--- src/rtl/preset_loader_if.sv ---
// Board-memory write port between the preset loader and the life board memory.
// A write is taken on any cycle where mem_we and mem_ready are both high.
interface preset_loader_if #(
    parameter int AW = 2,
    parameter int DW = 16
) ();
    logic          mem_we;
    logic [AW-1:0] mem_addr;
    logic [DW-1:0] mem_data;
    logic          mem_ready;

    modport master (output mem_we, output mem_addr, output mem_data, input mem_ready);
    modport slave  (input mem_we, input mem_addr, input mem_data, output mem_ready);
endinterface

--- src/rtl/preset_loader.sv ---
// Seeds the life board: on a debounced button press, writes one preset pattern
// into board words 0..NUM_WORDS-1 and flags busy so the generation controller holds off.
module preset_loader #(
    parameter int DEBOUNCE_CYCLES = 1000000,
    parameter int NUM_WORDS       = 4
) (
    input  logic                    clk,
    input  logic                    reset,
    input  logic                    load_btn,
    input  logic [3:0]              selector,
    preset_loader_if.master         mem,
    output logic                    busy,
    output logic                    done
);
    localparam int CW = $clog2(DEBOUNCE_CYCLES);
    localparam int WW = (NUM_WORDS > 1) ? $clog2(NUM_WORDS) : 1;
    localparam int AW = 2;

    typedef enum logic [2:0] {
        S_IDLE, S_DEBOUNCE, S_LOAD, S_DONE, S_RELEASE
    } state_t;

    state_t          state, state_n;
    logic [1:0]      sync_q;
    logic            btn_s;
    logic [CW-1:0]   deb_cnt;
    logic [WW-1:0]   wcnt, wcnt_n;
    logic [3:0]      sel_q, sel_n;
    logic            accept, last_word;

    logic            we_d, busy_d, done_d;
    logic [AW-1:0]   addr_d;
    logic [15:0]     data_d;

    function automatic logic [15:0] rom(input logic [3:0] sel, input logic [WW-1:0] w);
        logic first;
        first = (w == '0);
        case (sel)
            4'd1:    rom = first ? 16'h0070 : 16'h0000;
            4'd2:    rom = first ? 16'h0660 : 16'h0000;
            4'd3:    rom = first ? 16'h0742 : 16'h0000;
            4'd4:    rom = 16'hFFFF;
            4'd5:    rom = 16'hA5A5;
            default: rom = 16'h0000;
        endcase
    endfunction

    // load_btn is asynchronous to clk; only btn_s is used downstream
    always_ff @(posedge clk or negedge reset) begin
        if (!reset) sync_q <= '0;
        else        sync_q <= {sync_q[0], load_btn};
    end
    assign btn_s = sync_q[1];

    assign accept    = mem.mem_we & mem.mem_ready;
    assign last_word = (wcnt == WW'(NUM_WORDS - 1));

    // State register; outputs are registered alongside so they reset to 0 asynchronously
    always_ff @(posedge clk or negedge reset) begin
        if (!reset) begin
            state        <= S_IDLE;
            mem.mem_we   <= 1'b0;
            mem.mem_addr <= '0;
            mem.mem_data <= '0;
            busy         <= 1'b0;
            done         <= 1'b0;
        end else begin
            state        <= state_n;
            mem.mem_we   <= we_d;
            mem.mem_addr <= addr_d;
            mem.mem_data <= data_d;
            busy         <= busy_d;
            done         <= done_d;
        end
    end

    always_comb begin
        state_n = state;
        case (state)
            S_IDLE:     if (btn_s) state_n = S_DEBOUNCE;
            S_DEBOUNCE: begin
                if (!btn_s)                                  state_n = S_IDLE;
                else if (deb_cnt == CW'(DEBOUNCE_CYCLES - 1)) state_n = S_LOAD;
            end
            S_LOAD:     if (accept && last_word) state_n = S_DONE;
            S_DONE:     state_n = S_RELEASE;
            S_RELEASE:  if (!btn_s) state_n = S_IDLE;
            default:    state_n = S_IDLE;
        endcase
    end

    // Next word index and selector feed the output decode so the registered
    // outputs line up with the state they belong to.
    always_comb begin
        wcnt_n = wcnt;
        sel_n  = sel_q;
        if (state == S_DEBOUNCE && state_n == S_LOAD) begin
            wcnt_n = '0;
            sel_n  = selector;
        end else if (state == S_LOAD && accept) begin
            wcnt_n = wcnt + WW'(1);
        end
    end

    always_comb begin
        we_d   = (state_n == S_LOAD);
        addr_d = we_d ? AW'(wcnt_n) : '0;
        data_d = we_d ? rom(sel_n, wcnt_n) : 16'h0000;
        busy_d = (state_n == S_LOAD) || (state_n == S_DONE);
        done_d = (state_n == S_DONE);
    end

    always_ff @(posedge clk or negedge reset) begin
        if (!reset) begin
            deb_cnt <= '0;
            wcnt    <= '0;
            sel_q   <= '0;
        end else begin
            wcnt  <= wcnt_n;
            sel_q <= sel_n;
            if (state == S_IDLE)
                deb_cnt <= '0;
            else if (state == S_DEBOUNCE && btn_s)
                deb_cnt <= deb_cnt + CW'(1);
        end
    end
endmodule

--- src/flat_wrapper.sv ---
// flat-port wrapper written by rule: the top's interface ports become plain ports
module preset_loader_flat 
#(
    parameter int DEBOUNCE_CYCLES = 1000000,
    parameter int NUM_WORDS       = 4
)
  (clk, reset, load_btn, selector, busy, done, mem_mem_we, mem_mem_addr, mem_mem_data, mem_mem_ready);
  preset_loader_if mem_i ();
  input  logic clk;
  input  logic reset;
  input  logic load_btn;
  input  logic [3:0] selector;
  output logic busy;
  output logic done;
  output wire logic [$bits(mem_i.mem_we)-1:0] mem_mem_we;
  output wire logic [$bits(mem_i.mem_addr)-1:0] mem_mem_addr;
  output wire logic [$bits(mem_i.mem_data)-1:0] mem_mem_data;
  input wire logic [$bits(mem_i.mem_ready)-1:0] mem_mem_ready;
  assign mem_mem_we = mem_i.mem_we;
  assign mem_mem_addr = mem_i.mem_addr;
  assign mem_mem_data = mem_i.mem_data;
  assign mem_i.mem_ready = mem_mem_ready;
  preset_loader #(.DEBOUNCE_CYCLES(DEBOUNCE_CYCLES), .NUM_WORDS(NUM_WORDS)) u_core (.clk(clk), .reset(reset), .load_btn(load_btn), .selector(selector), .mem(mem_i), .busy(busy), .done(done));
endmodule
--- config.mk ---
export PLATFORM = sky130hd
export DESIGN_NAME = preset_loader_flat
export DESIGN_NICKNAME = d
export VERILOG_FILES = /design/src/rtl/preset_loader_if.sv /design/src/rtl/preset_loader.sv /design/src/flat_wrapper.sv
export SDC_FILE = /design/constraint.sdc
export NUM_CORES = 1
export LEC_CHECK = 0
export CORE_AREA = 2 2 70 72
export DETAILED_ROUTE_END_ITERATION = 8
export DIE_AREA = 0 0 72 74
export DONT_BUFFER_PORTS = 1
export PLACE_DENSITY = 0.67
export SETUP_SLACK_MARGIN = 0.02
export SKIP_LAST_GASP = 1
export SYNTH_ARGS = -nofsm -noshare
export SYNTH_HDL_FRONTEND = slang
export SYNTH_SLANG_ARGS = --single-unit
--- constraint.sdc ---
create_clock -name clk -period 3.9 [get_ports clk]
set_input_delay 0.39 -clock clk [delete_from_list [all_inputs] [get_ports clk]]
set_output_delay 0.39 -clock clk [all_outputs]
set_load 0.02 [all_outputs]
==> flow_metrics.tcl <==
set metrics [dict create \
    synth_top_flop_cell "sky130_fd_sc_hd__dfrtp_1" \
    violation_count_after_the_first_detailed_routing_iteration 58 \
    synth_fp_nets 222 \
    synthesis.instances 212 \
    synth.yosys.warnings 0 \
    pin_count 29 \
    initial_core_util_pct 48.7 \
    timing.rr.start "u_core.state[2]$_DFF_PN0_" \
    worst_ep_arrival_time_ns 2.35 \
    timing_worst_slew_pin_value_ns 0.866 \
    wl_per_cell_um 14.4 \
    power.net_switching_mw 0.183 \
    firstDrtPassIters 4 \
    timing.reg2reg.worst_path_depth 5 \
    number_of_port_buffers 0 \
    worst_slew_margin_rel_pct 42.3 \
    routed_wl_mm 3.78 \
    wire_length_the_detailed_router_placed_on_met1_mm 1.90 \
    most_frequent_cell_after_synthesis "sky130_fd_sc_hd__dfrtp_1" \
    cts_bufs_inserted 5 \
    timing.final.setup_violations 0 \
    finalCriticalPeriod_ns 2.20 \
    clk_latency_ns 0.29 \
    seq_area_frac_synth_pct 50.3 \
    critical_path.cell_chain "nor3b_2 -> and3_2 -> mux2_2 -> a32oi_1 -> o31ai_1" \
    placeable_core_region_um2 4600 \
    synth_enable_flop_cells 0 \
    grt_pass1_wl_mm 6.76 \
    critPathLaunch "u_core.state[2]$_DFF_PN0_" \
    grt_max_degree 46 \
    met2_wirelength_mm 1.66 \
    power.internal_mw 0.695 \
    finalHoldViolations 0 \
    synth.distinct_cells 51 \
    regToRegEndpoint "u_core.mem.mem_data[1]$_DFF_PN0_" \
    initial_antenna_violation_count 0 \
    synthDominantAreaCellType "sky130_fd_sc_hd__dfrtp_1" \
    timing.hold.ws_ns 0.118 \
    switching_share_pct 20.8 \
    rsz_0062_raised_after_global_routing "false" \
    numClockSinks 45 \
    cp_slowest_stage_delay_ns 0.45 \
    finalMaxSlewViolations 0 \
    post_synth_main_area_contributors "sky130_fd_sc_hd__dfrtp_1 50%, sky130_fd_sc_hd__xor2_1 5.9%, sky130_fd_sc_hd__nor2_1 4.2%" \
    final.setup_skew_ns 0.00834 \
    clock.fmax_ghz 0.455 \
    cts.path.max_buffers 2 \
    drt_drc_violations_left 0 \
    synth_top_cells_by_count "45 x sky130_fd_sc_hd__dfrtp_1, 25 x sky130_fd_sc_hd__nor2_1, 15 x sky130_fd_sc_hd__xor2_1" \
    worst-setup-path-type "reg -> reg" \
    holdCritPathClass "in -> reg" \
    worst_setup_hold_path_clk_slew_ns 0.08 \
    combinational_share_of_power_pct 5.1 \
    syn2layout_area_growth_pct 6.64 \
    critical_path.slowest_cell "sky130_fd_sc_hd__dfrtp_1" \
    track_usage_pct 16.5 \
    fin_tns_setup_ns 0 \
    top_signal_layer_used "met4" \
    critical_path.endpoint_type "flop" \
    cp-start-kind "flop" \
    detailroute.wirelength.met3_um 190 \
    leftover_overflow_at_the_end_of_global_routing 0 \
    cts-htree-levels 2 \
    synth.cell_area_um2 2240 \
    rows 25 \
    post-dp-hpwl_mm 2.61 \
    share_of_final_layout_standard_cells_stronger_than_drive_strength_1_pct 14.4 \
    cts_setup_buffers 0 \
    first_global_vias 1400 \
    post_synth.cell_area_avg_um2 10.6 \
    max-vdd-ir-drop_uv 151 \
    cp.required_ns 4.05 \
    layout.core_utilization_pct 52.0 \
    p_total_mw 0.877 \
    cellPowerDensity_nw_per_um2 367 \
    p_seq_share_pct 54.4 \
    synth_top_area_share_pct 50.3 \
    gp_routability_congestion 0.801 \
    ctsRootBufferMaster "sky130_fd_sc_hd__clkbuf_8" \
    floorplan.die_area_um2 5330 \
    static-leakage-power_nw 1.06 \
    cts_tree "done" \
    chipWidth_um 72 \
    number_of_vias_per_cell 5.42 \
    timing.final.crit_share_pct 56.4 \
    fin_nets 218 \
    worst_setup_path_endpoint "u_core.mem.mem_data[1]$_DFF_PN0_" \
    share_clk_of_total_power_pct 40.5 \
    worstPathMaxFanout 7 \
    die_h_um 74 \
    total_via_count_in_the_routed_design 1426 \
    antenna-diode-count 0 \
    rrSetupSlack_ns 1.70 \
    run_status "finished, final reports clean" \
    number_of_routed_nets_with_antenna_violations 0 \
    async_reset_ff_share_pct 100 \
    post_synthesis_sequential_element_count 45 \
    max-cap-violations 0 \
]
-- cell type report --
class                      count  area (um^2)
inverter                       7         26.3
tap                           54         67.6
clock inverter                 1         30.0
clock buffer                   7         86.3
timing repair buffer           3         45.0
fill                         413         2210
sequential                    45         1130
multi-input combinational    146         1010
-- power by group through the flow --
stage	clock, mW	sequential (mW)	combinational, mW
6_report	0.355	0.477	0.0451
2_1_floorplan	0	0.485	0.0272
3_5_place_dp	0	0.486	0.0330
3_3_place_gp	0	0.486	0.0325
4_1_cts	0.368	0.477	0.0463
5_1_grt	0.386	0.478	0.0523
-- per-stage QoR --
stage	cell area, um^2	std cells	setup slack [ns]
3_3_place_gp	2240	253	1.80
5_1_grt	2390	263	1.54
6_report	2390	263	1.70
4_1_cts	2390	263	1.69
2_1_floorplan	2240	212	2.03
3_5_place_dp	2240	253	1.71
-- flip-flops by register name (all words and copies together) (netlist names) --
name,flops
u_core.mem.mem_data,9
u_core.mem.mem_addr,2
u_core.mem.mem_we,1
u_core.wcnt,2
u_core.state,3
u_core.sel_q,4
u_core.deb_cnt,20
u_core.sync_q,2
u_core.busy,1
u_core.done,1
-- layer usage --
metal	global-route usage, %	vias up
met5	0	-
met4	6.29	0
met3	3.79	2
met2	23.6	29
met1	24.5	673
li1	-	722
-- kinds of logic after synthesis --
logic type / count (synthesis) / synth area share (%)
flops: 45 / 50.3
compound gates: 20 / 6.20
mux: 8 / 3.74
xor+xnor: 22 / 8.60
simple gates: 94 / 25.1
fa+ha+maj: 2 / 1.12
buf+inv: 21 / 4.97
-- worst min-delay path by stage --
| stage | from | end | slack, ns | cells past startpoint |
|---|---|---|---|---|
| after floorplan | reset | u_core.busy$_DFF_PN0_ | 0.09 | 0 |
| after global placement | reset | u_core.mem.mem_addr[1]$_DFF_PN0_ | 0.1 | 0 |
| after detailed placement | reset | u_core.mem.mem_addr[1]$_DFF_PN0_ | 0.09 | 0 |
| after CTS | load_btn | u_core.sync_q[0]$_DFF_PN0_ | 0.11 | 0 |
| after global routing | load_btn | u_core.sync_q[0]$_DFF_PN0_ | 0.1 | 0 |
| final | load_btn | u_core.sync_q[0]$_DFF_PN0_ | 0.12 | 0 |
-- placed cells by master (no fill, tap or decap), drive strengths merged, types with 4 or more instances in the layout --
| cell | instances |
|---|---|
| nor4 | 4 |
| nand2 | 13 |
| mux2i | 5 |
| nor2 | 26 |
| o21ai | 8 |
| nor3 | 9 |
| nand4 | 6 |
| clkbuf | 7 |
| xnor2 | 7 |
| dfrtp | 45 |
| nor2b | 5 |
| nand3 | 8 |
| inv | 7 |
| xor2 | 15 |
| and4 | 4 |
-- worst max-delay path, delay by kind of cell, from the launching register on --
kind             cells  cell delay (ns)
AO/OA/AOI/OAI        2             0.58
flip-flops           1             0.45
multiplexers         1             0.38
AND/OR/NAND/NOR      2             0.64
-- repair_timing --
| item | CTS | global route |
|---|---|---|
| hold endpoints to repair | 45 | 0 |
| hold buffers | 2 | 0 |
| resized for setup | 0 | 0 |
No activity file was read; power rests on OpenSTA's default activity.
